### config.mk
export PLATFORM = sky130hd
export DESIGN_NAME = cpu_control
export DESIGN_NICKNAME = d
export VERILOG_FILES = /design/src/rtl/cpu_control.sv
export SDC_FILE = /design/constraint.sdc
export NUM_CORES = 1
export LEC_CHECK = 0
export CORE_ASPECT_RATIO = 1.25
export CORE_UTILIZATION = 44
export DETAILED_ROUTE_END_ITERATION = 7
export PLACE_DENSITY = 0.87
export SKIP_CTS_REPAIR_TIMING = 1
export SYNTH_ARGS = -nofsm -noshare
export SYNTH_HDL_FRONTEND = slang
export SYNTH_SLANG_ARGS = --single-unit
### constraint.sdc
create_clock -name clk -period 4.41 [get_ports clk]
set_input_delay 1.323 -clock clk [delete_from_list [all_inputs] [get_ports clk]]
set_output_delay 1.323 -clock clk [all_outputs]
set_load 0.02 [all_outputs]
### src/rtl/cpu_control.sv
// Multicycle control FSM for the RV32I core: sequences fetch, decode, execute
// and memory phases and drives every datapath load, mux select and ALU/CMP op.
module cpu_control (
   input  logic       clk,
   input  logic       rst,
   input  logic [6:0] opcode,
   input  logic [2:0] funct3,
   input  logic [6:0] funct7,
   input  logic       br_en,
   input  logic [1:0] mar_lo,
   input  logic       mem_resp,
   output logic       mem_read,
   output logic       mem_write,
   output logic [3:0] mem_byte_enable,
   output logic       load_pc,
   output logic       load_ir,
   output logic       load_regfile,
   output logic       load_mar,
   output logic       load_mdr,
   output logic       load_data_out,
   output logic [1:0] pcmux_sel,
   output logic       alumux1_sel,
   output logic [2:0] alumux2_sel,
   output logic [3:0] regfilemux_sel,
   output logic       marmux_sel,
   output logic       cmpmux_sel,
   output logic [2:0] aluop,
   output logic [2:0] cmpop
);
   localparam logic [6:0] OP_LUI   = 7'b0110111;
   localparam logic [6:0] OP_AUIPC = 7'b0010111;
   localparam logic [6:0] OP_JAL   = 7'b1101111;
   localparam logic [6:0] OP_JALR  = 7'b1100111;
   localparam logic [6:0] OP_BR    = 7'b1100011;
   localparam logic [6:0] OP_LOAD  = 7'b0000011;
   localparam logic [6:0] OP_STORE = 7'b0100011;
   localparam logic [6:0] OP_IMM   = 7'b0010011;
   localparam logic [6:0] OP_REG   = 7'b0110011;

   localparam logic [2:0] ALU_ADD = 3'b000;
   localparam logic [2:0] ALU_SRA = 3'b010;
   localparam logic [2:0] ALU_SUB = 3'b011;
   localparam logic [2:0] ALU_SRL = 3'b101;
   localparam logic [2:0] CMP_BLT  = 3'b100;
   localparam logic [2:0] CMP_BLTU = 3'b110;

   localparam logic [2:0] F3_SLT  = 3'b010;
   localparam logic [2:0] F3_SLTU = 3'b011;
   localparam logic [2:0] F3_SR   = 3'b101;

   typedef enum logic [4:0] {
      S_FETCH1, S_FETCH2, S_FETCH3, S_DECODE,
      S_IMM, S_REG, S_LUI, S_AUIPC, S_BR,
      S_CALC_LD, S_LD1, S_LD2,
      S_CALC_ST, S_ST1, S_ST2,
      S_JAL, S_JALR
   } state_e;

   state_e state_q, state_d;

   logic unused_funct7;
   assign unused_funct7 = ^{funct7[6], funct7[4:0]};

   always_ff @(posedge clk) begin
      if (rst) state_q <= S_FETCH1;
      else     state_q <= state_d;
   end

   always_comb begin
      state_d         = state_q;
      mem_read        = 1'b0;
      mem_write       = 1'b0;
      mem_byte_enable = 4'b1111;
      load_pc         = 1'b0;
      load_ir         = 1'b0;
      load_regfile    = 1'b0;
      load_mar        = 1'b0;
      load_mdr        = 1'b0;
      load_data_out   = 1'b0;
      pcmux_sel       = 2'd0;
      alumux1_sel     = 1'b0;
      alumux2_sel     = 3'd0;
      regfilemux_sel  = 4'd0;
      marmux_sel      = 1'b0;
      cmpmux_sel      = 1'b0;
      aluop           = ALU_ADD;
      cmpop           = 3'b000;

      // Outputs stay at their defaults while reset is asserted so no request survives it.
      if (!rst) begin
         case (state_q)
            S_FETCH1: begin
               load_mar = 1'b1;
               state_d  = S_FETCH2;
            end
            S_FETCH2: begin
               mem_read = 1'b1;
               load_mdr = 1'b1;
               if (mem_resp) state_d = S_FETCH3;
            end
            S_FETCH3: begin
               load_ir = 1'b1;
               state_d = S_DECODE;
            end
            S_DECODE: begin
               case (opcode)
                  OP_IMM:   state_d = S_IMM;
                  OP_REG:   state_d = S_REG;
                  OP_LUI:   state_d = S_LUI;
                  OP_AUIPC: state_d = S_AUIPC;
                  OP_BR:    state_d = S_BR;
                  OP_LOAD:  state_d = S_CALC_LD;
                  OP_STORE: state_d = S_CALC_ST;
                  OP_JAL:   state_d = S_JAL;
                  OP_JALR:  state_d = S_JALR;
                  default: begin
                     load_pc = 1'b1;
                     state_d = S_FETCH1;
                  end
               endcase
            end
            S_IMM: begin
               load_regfile = 1'b1;
               load_pc      = 1'b1;
               state_d      = S_FETCH1;
               case (funct3)
                  F3_SLT, F3_SLTU: begin
                     cmpmux_sel     = 1'b1;
                     cmpop          = (funct3 == F3_SLT) ? CMP_BLT : CMP_BLTU;
                     regfilemux_sel = 4'd1;
                  end
                  F3_SR:   aluop = funct7[5] ? ALU_SRA : ALU_SRL;
                  default: aluop = funct3;
               endcase
            end
            S_REG: begin
               alumux2_sel  = 3'd5;
               load_regfile = 1'b1;
               load_pc      = 1'b1;
               state_d      = S_FETCH1;
               case (funct3)
                  3'b000:  aluop = funct7[5] ? ALU_SUB : ALU_ADD;
                  F3_SR:   aluop = funct7[5] ? ALU_SRA : ALU_SRL;
                  F3_SLT, F3_SLTU: begin
                     cmpop          = (funct3 == F3_SLT) ? CMP_BLT : CMP_BLTU;
                     regfilemux_sel = 4'd1;
                  end
                  default: aluop = funct3;
               endcase
            end
            S_LUI: begin
               regfilemux_sel = 4'd2;
               load_regfile   = 1'b1;
               load_pc        = 1'b1;
               state_d        = S_FETCH1;
            end
            S_AUIPC: begin
               alumux1_sel  = 1'b1;
               alumux2_sel  = 3'd1;
               load_regfile = 1'b1;
               load_pc      = 1'b1;
               state_d      = S_FETCH1;
            end
            S_BR: begin
               alumux1_sel = 1'b1;
               alumux2_sel = 3'd2;
               cmpop       = funct3;
               pcmux_sel   = br_en ? 2'd1 : 2'd0;
               load_pc     = 1'b1;
               state_d     = S_FETCH1;
            end
            S_CALC_LD: begin
               marmux_sel = 1'b1;
               load_mar   = 1'b1;
               state_d    = S_LD1;
            end
            S_LD1: begin
               mem_read = 1'b1;
               load_mdr = 1'b1;
               if (mem_resp) state_d = S_LD2;
            end
            S_LD2: begin
               case (funct3)
                  3'b000:  regfilemux_sel = 4'd5;
                  3'b001:  regfilemux_sel = 4'd7;
                  3'b100:  regfilemux_sel = 4'd6;
                  3'b101:  regfilemux_sel = 4'd8;
                  default: regfilemux_sel = 4'd3;
               endcase
               load_regfile = 1'b1;
               load_pc      = 1'b1;
               state_d      = S_FETCH1;
            end
            S_CALC_ST: begin
               alumux2_sel   = 3'd3;
               marmux_sel    = 1'b1;
               load_mar      = 1'b1;
               load_data_out = 1'b1;
               state_d       = S_ST1;
            end
            S_ST1: begin
               mem_write = 1'b1;
               case (funct3)
                  3'b000:  mem_byte_enable = 4'b0001 << mar_lo;
                  3'b001:  mem_byte_enable = 4'b0011 << {mar_lo[1], 1'b0};
                  default: mem_byte_enable = 4'b1111;
               endcase
               if (mem_resp) state_d = S_ST2;
            end
            S_ST2: begin
               load_pc = 1'b1;
               state_d = S_FETCH1;
            end
            S_JAL: begin
               regfilemux_sel = 4'd4;
               load_regfile   = 1'b1;
               alumux1_sel    = 1'b1;
               alumux2_sel    = 3'd4;
               pcmux_sel      = 2'd1;
               load_pc        = 1'b1;
               state_d        = S_FETCH1;
            end
            S_JALR: begin
               regfilemux_sel = 4'd4;
               load_regfile   = 1'b1;
               pcmux_sel      = 2'd2;
               load_pc        = 1'b1;
               state_d        = S_FETCH1;
            end
            default: state_d = S_FETCH1;
         endcase
      end
   end
endmodule

==> impl_metrics.env <==
export IMPL_outcome="completed"
export IMPL_start_util=0.4742
export IMPL_arrival_ns=3.05
export IMPL_ys_ff_latch=5
export IMPL_max_stage_delay_ns=0.61
export IMPL_grt_ovfl_total=0
export IMPL_use_met2=0.5392
export IMPL_grt_usage=0.2862
export IMPL_timing_rr_end="state_q[0]$_SDFFE_PP0P_"
export IMPL_drc_errors=0
export IMPL_drive_gt1_frac=0.1467
export IMPL_hold_class="reg2reg"
export IMPL_wl_per_cell_microns=13.97
export IMPL_cts_root_buf="clkbuf_4"
export IMPL_setup_viol=0
export IMPL_place_area_sq_um=1643
export IMPL_rrSetupSlack_ns=2.22
export IMPL_core_sq_um=2258
export IMPL_antennaDiodeCount=0
export IMPL_maxCapViolCount=0
export IMPL_critPathSlowestCell="clkdlybuf4s50_1"
export IMPL_worstPathMaxFanout=5
export IMPL_fin_crit_sh=0.9914
export IMPL_io_buffers=46
export IMPL_cpMostUsedCell="clkdlybuf4s50_1"
export IMPL_max_flop_register="state_q"
export IMPL_whs_path_depth=3
export IMPL_synth_warnings=0
export IMPL_clk_latency_ns=0.25
export IMPL_slew_headroom=0.4811
export IMPL_path_class="in2out"
export IMPL_dieArea_sq_um=2637
export IMPL_multi_input_area_sq_um=863.3
export IMPL_end_kind="primary output"
export IMPL_vias=1520
export IMPL_setup_tns_ns=0
export IMPL_grt_pass1_vias=1524
export IMPL_worst_setup_path_start_kind="input pin"
export IMPL_fill_cells=174
export IMPL_die_w_microns=46.13
export IMPL_drt_iter0_markers=26
export IMPL_r2r_cells=4
export IMPL_pwr_density_cell_nw_per_um2=116.3
export IMPL_cts_buffers=3
export IMPL_clock_path_buffers=2
export IMPL_crit_chain="clkdlybuf4s50_1, buf_4, or3_1, a21oi_1, clkdlybuf4s50_1"
export IMPL_cts_sinks=5
export IMPL_final_core_util=0.7640
export IMPL_clock_fmax_ghz=0.2287
export IMPL_grt_max_degree=28
export IMPL_seq_area_sq_um=100.1
export IMPL_worstMarginPinSlew_ns=0.7772
export IMPL_synth_cell_area_sq_um=1071
export IMPL_cp_num_buf_inv=3
export IMPL_vias_per_cell=5.938
export IMPL_ys_types=48
export IMPL_p_leak_uw=0.0008563
export IMPL_power_uw=200.7
export IMPL_largestRegisters="state_q x5"
export IMPL_gp_congestion=0.9184
export IMPL_synth_seq_area_share=0.09346
export IMPL_syn_to_final_growth_pct=61.10
export IMPL_ant_nets=0
export IMPL_hp_start="state_q[0]$_SDFFE_PP0P_"
export IMPL_drtPass1Iterations=5
export IMPL_hold_end="state_q[2]$_SDFFE_PP0P_"
export IMPL_fin_area_sq_um=1725
export IMPL_grt_use_met1=0.2761
export IMPL_finalNetCount=249
export IMPL_netlist_instances=172
export IMPL_grt_busiest_layer="met2"
export IMPL_antenna_found_initial=0
export IMPL_dieHeight_microns=57.16
export IMPL_row_count=19
export IMPL_cts_tree="yes"
export IMPL_fin_crit_ns=4.372
export IMPL_hpwl_microns=2762
export IMPL_largest_reg_flops=5
export IMPL_ios=53
export IMPL_syn_area_per_cell_sq_um=6.227
export IMPL_use_met3=0.02215
export IMPL_mostFrequentLayoutCells="26 x clkdlybuf4s50_1, 23 x buf_4, 19 x dlymetal6s2s_1, 16 x nor2_1, 15 x nand2_1"
export IMPL_fin_skew_ns=0.007962
export IMPL_wirelength_microns=3576
export IMPL_peakVddDrop_mv=0.1516
export IMPL_crit_required_ns=3.09
export IMPL_grt_pass1_wl_microns=5802
export IMPL_layout_commonest_cell="clkdlybuf4s50_1"
export IMPL_hold_viol=0
export IMPL_cts_max_level=1
export IMPL_r2r_start="state_q[1]$_SDFFE_PP0P_"
export IMPL_path_clk_slew_ns=0.05
export IMPL_crit_family="buffers and inverters"
export IMPL_syn_num_nets=195
export IMPL_drv_slew=0
## area by class of cell
type | count | area share
Sequential cell | 5 | 0.05801
Multi-Input combinational cell | 141 | 0.5004
Timing Repair Buffer | 68 | 0.3887
Inverter | 7 | 0.01523
Clock buffer | 4 | 0.01523
Tap cell | 31 | 0.02248
## report_power, final
group          switching (uW)  internal [uW]  total (uW)
combinational            44.7           46.8        91.4
clock                    20.6           34.3        54.9
sequential               7.33           47.1        54.4
total                    72.6            128         201
## synthesized netlist by cell type, drive strengths merged
cell	number	area (sq um)
or4	3	26.27
or4b	2	20.02
nor2b	7	43.79
o41ai	1	8.760
nor2	16	60.06
o22a	1	8.760
nand2	15	56.30
and2	1	6.260
dfxtp	5	100.1
o2bb2ai	1	8.760
nand4	1	6.260
a32oi	1	8.760
or4bb	1	11.26
xor2	2	17.52
a31oi	4	25.02
clkbuf	13	48.80
nand4b	1	8.760
a211o	1	8.760
xnor2	1	8.760
o32ai	2	17.52
a31o	1	8.760
and3	1	6.260
a21o	1	7.510
nor4	4	25.02
a211oi	1	7.510
nand2b	8	65.07
nand3b	3	22.52
o2111a	1	11.26
buf	6	43.79
nor3b	5	37.54
nand3	7	35.03
and4b	1	10.01
nor4b	1	8.760
o21a	1	7.510
inv	7	26.27
a21oi	13	65.06
or3	4	25.02
nor3	11	55.05
o21ai	12	60.06
o32a	2	20.02
a22oi	1	7.510
a21boi	2	15.01
## kinds of logic after synthesis
group,synth area share
xor+xnor,0.02454
buf+inv,0.1110
simple gates,0.4942
compound gates,0.2769
flops,0.09346
## how the worst max path moves through the flow
stage | endpoint | cells past startpoint | slack, ns | startpoint
2_1_floorplan | mem_read | 4 | 0.35 | rst
3_3_place_gp | aluop[1] | 6 | -0.46 | funct7[5]
5_1_grt | load_data_out | 6 | -0.002 | rst
6_report | pcmux_sel[0] | 5 | 0.04 | rst
4_1_cts | aluop[1] | 6 | -0.53 | funct7[5]
3_5_place_dp | aluop[1] | 6 | -0.52 | funct7[5]
## per-layer routing
layer,vias to the layer above,part of all wire
li1,733,-
met1,701,0.38
met2,76,0.54
met3,10,0.055
met4,0,0.021
met5,-,0
## worst min-delay path, stage by stage (launching register included)
cell and delay [ns]:
dfxtp_1 0.38, nand2b_4 0.13, or4_1 0.14, o41ai_1 0.06
## through the flow
| step | hold slack, ns | cells | worst slack (ns) |
|---|---|---|---|
| after floorplan | 0.5909 | 172 | 0.3464 |
| after global placement | 0.7341 | 252 | -0.4560 |
| after detailed placement | 0.7293 | 252 | -0.5208 |
| after CTS | 0.7464 | 256 | -0.5309 |
| after global routing | 0.7710 | 256 | -0.001511 |
| final | 0.7616 | 256 | 0.03810 |
Power figures use the tool's default switching activity.
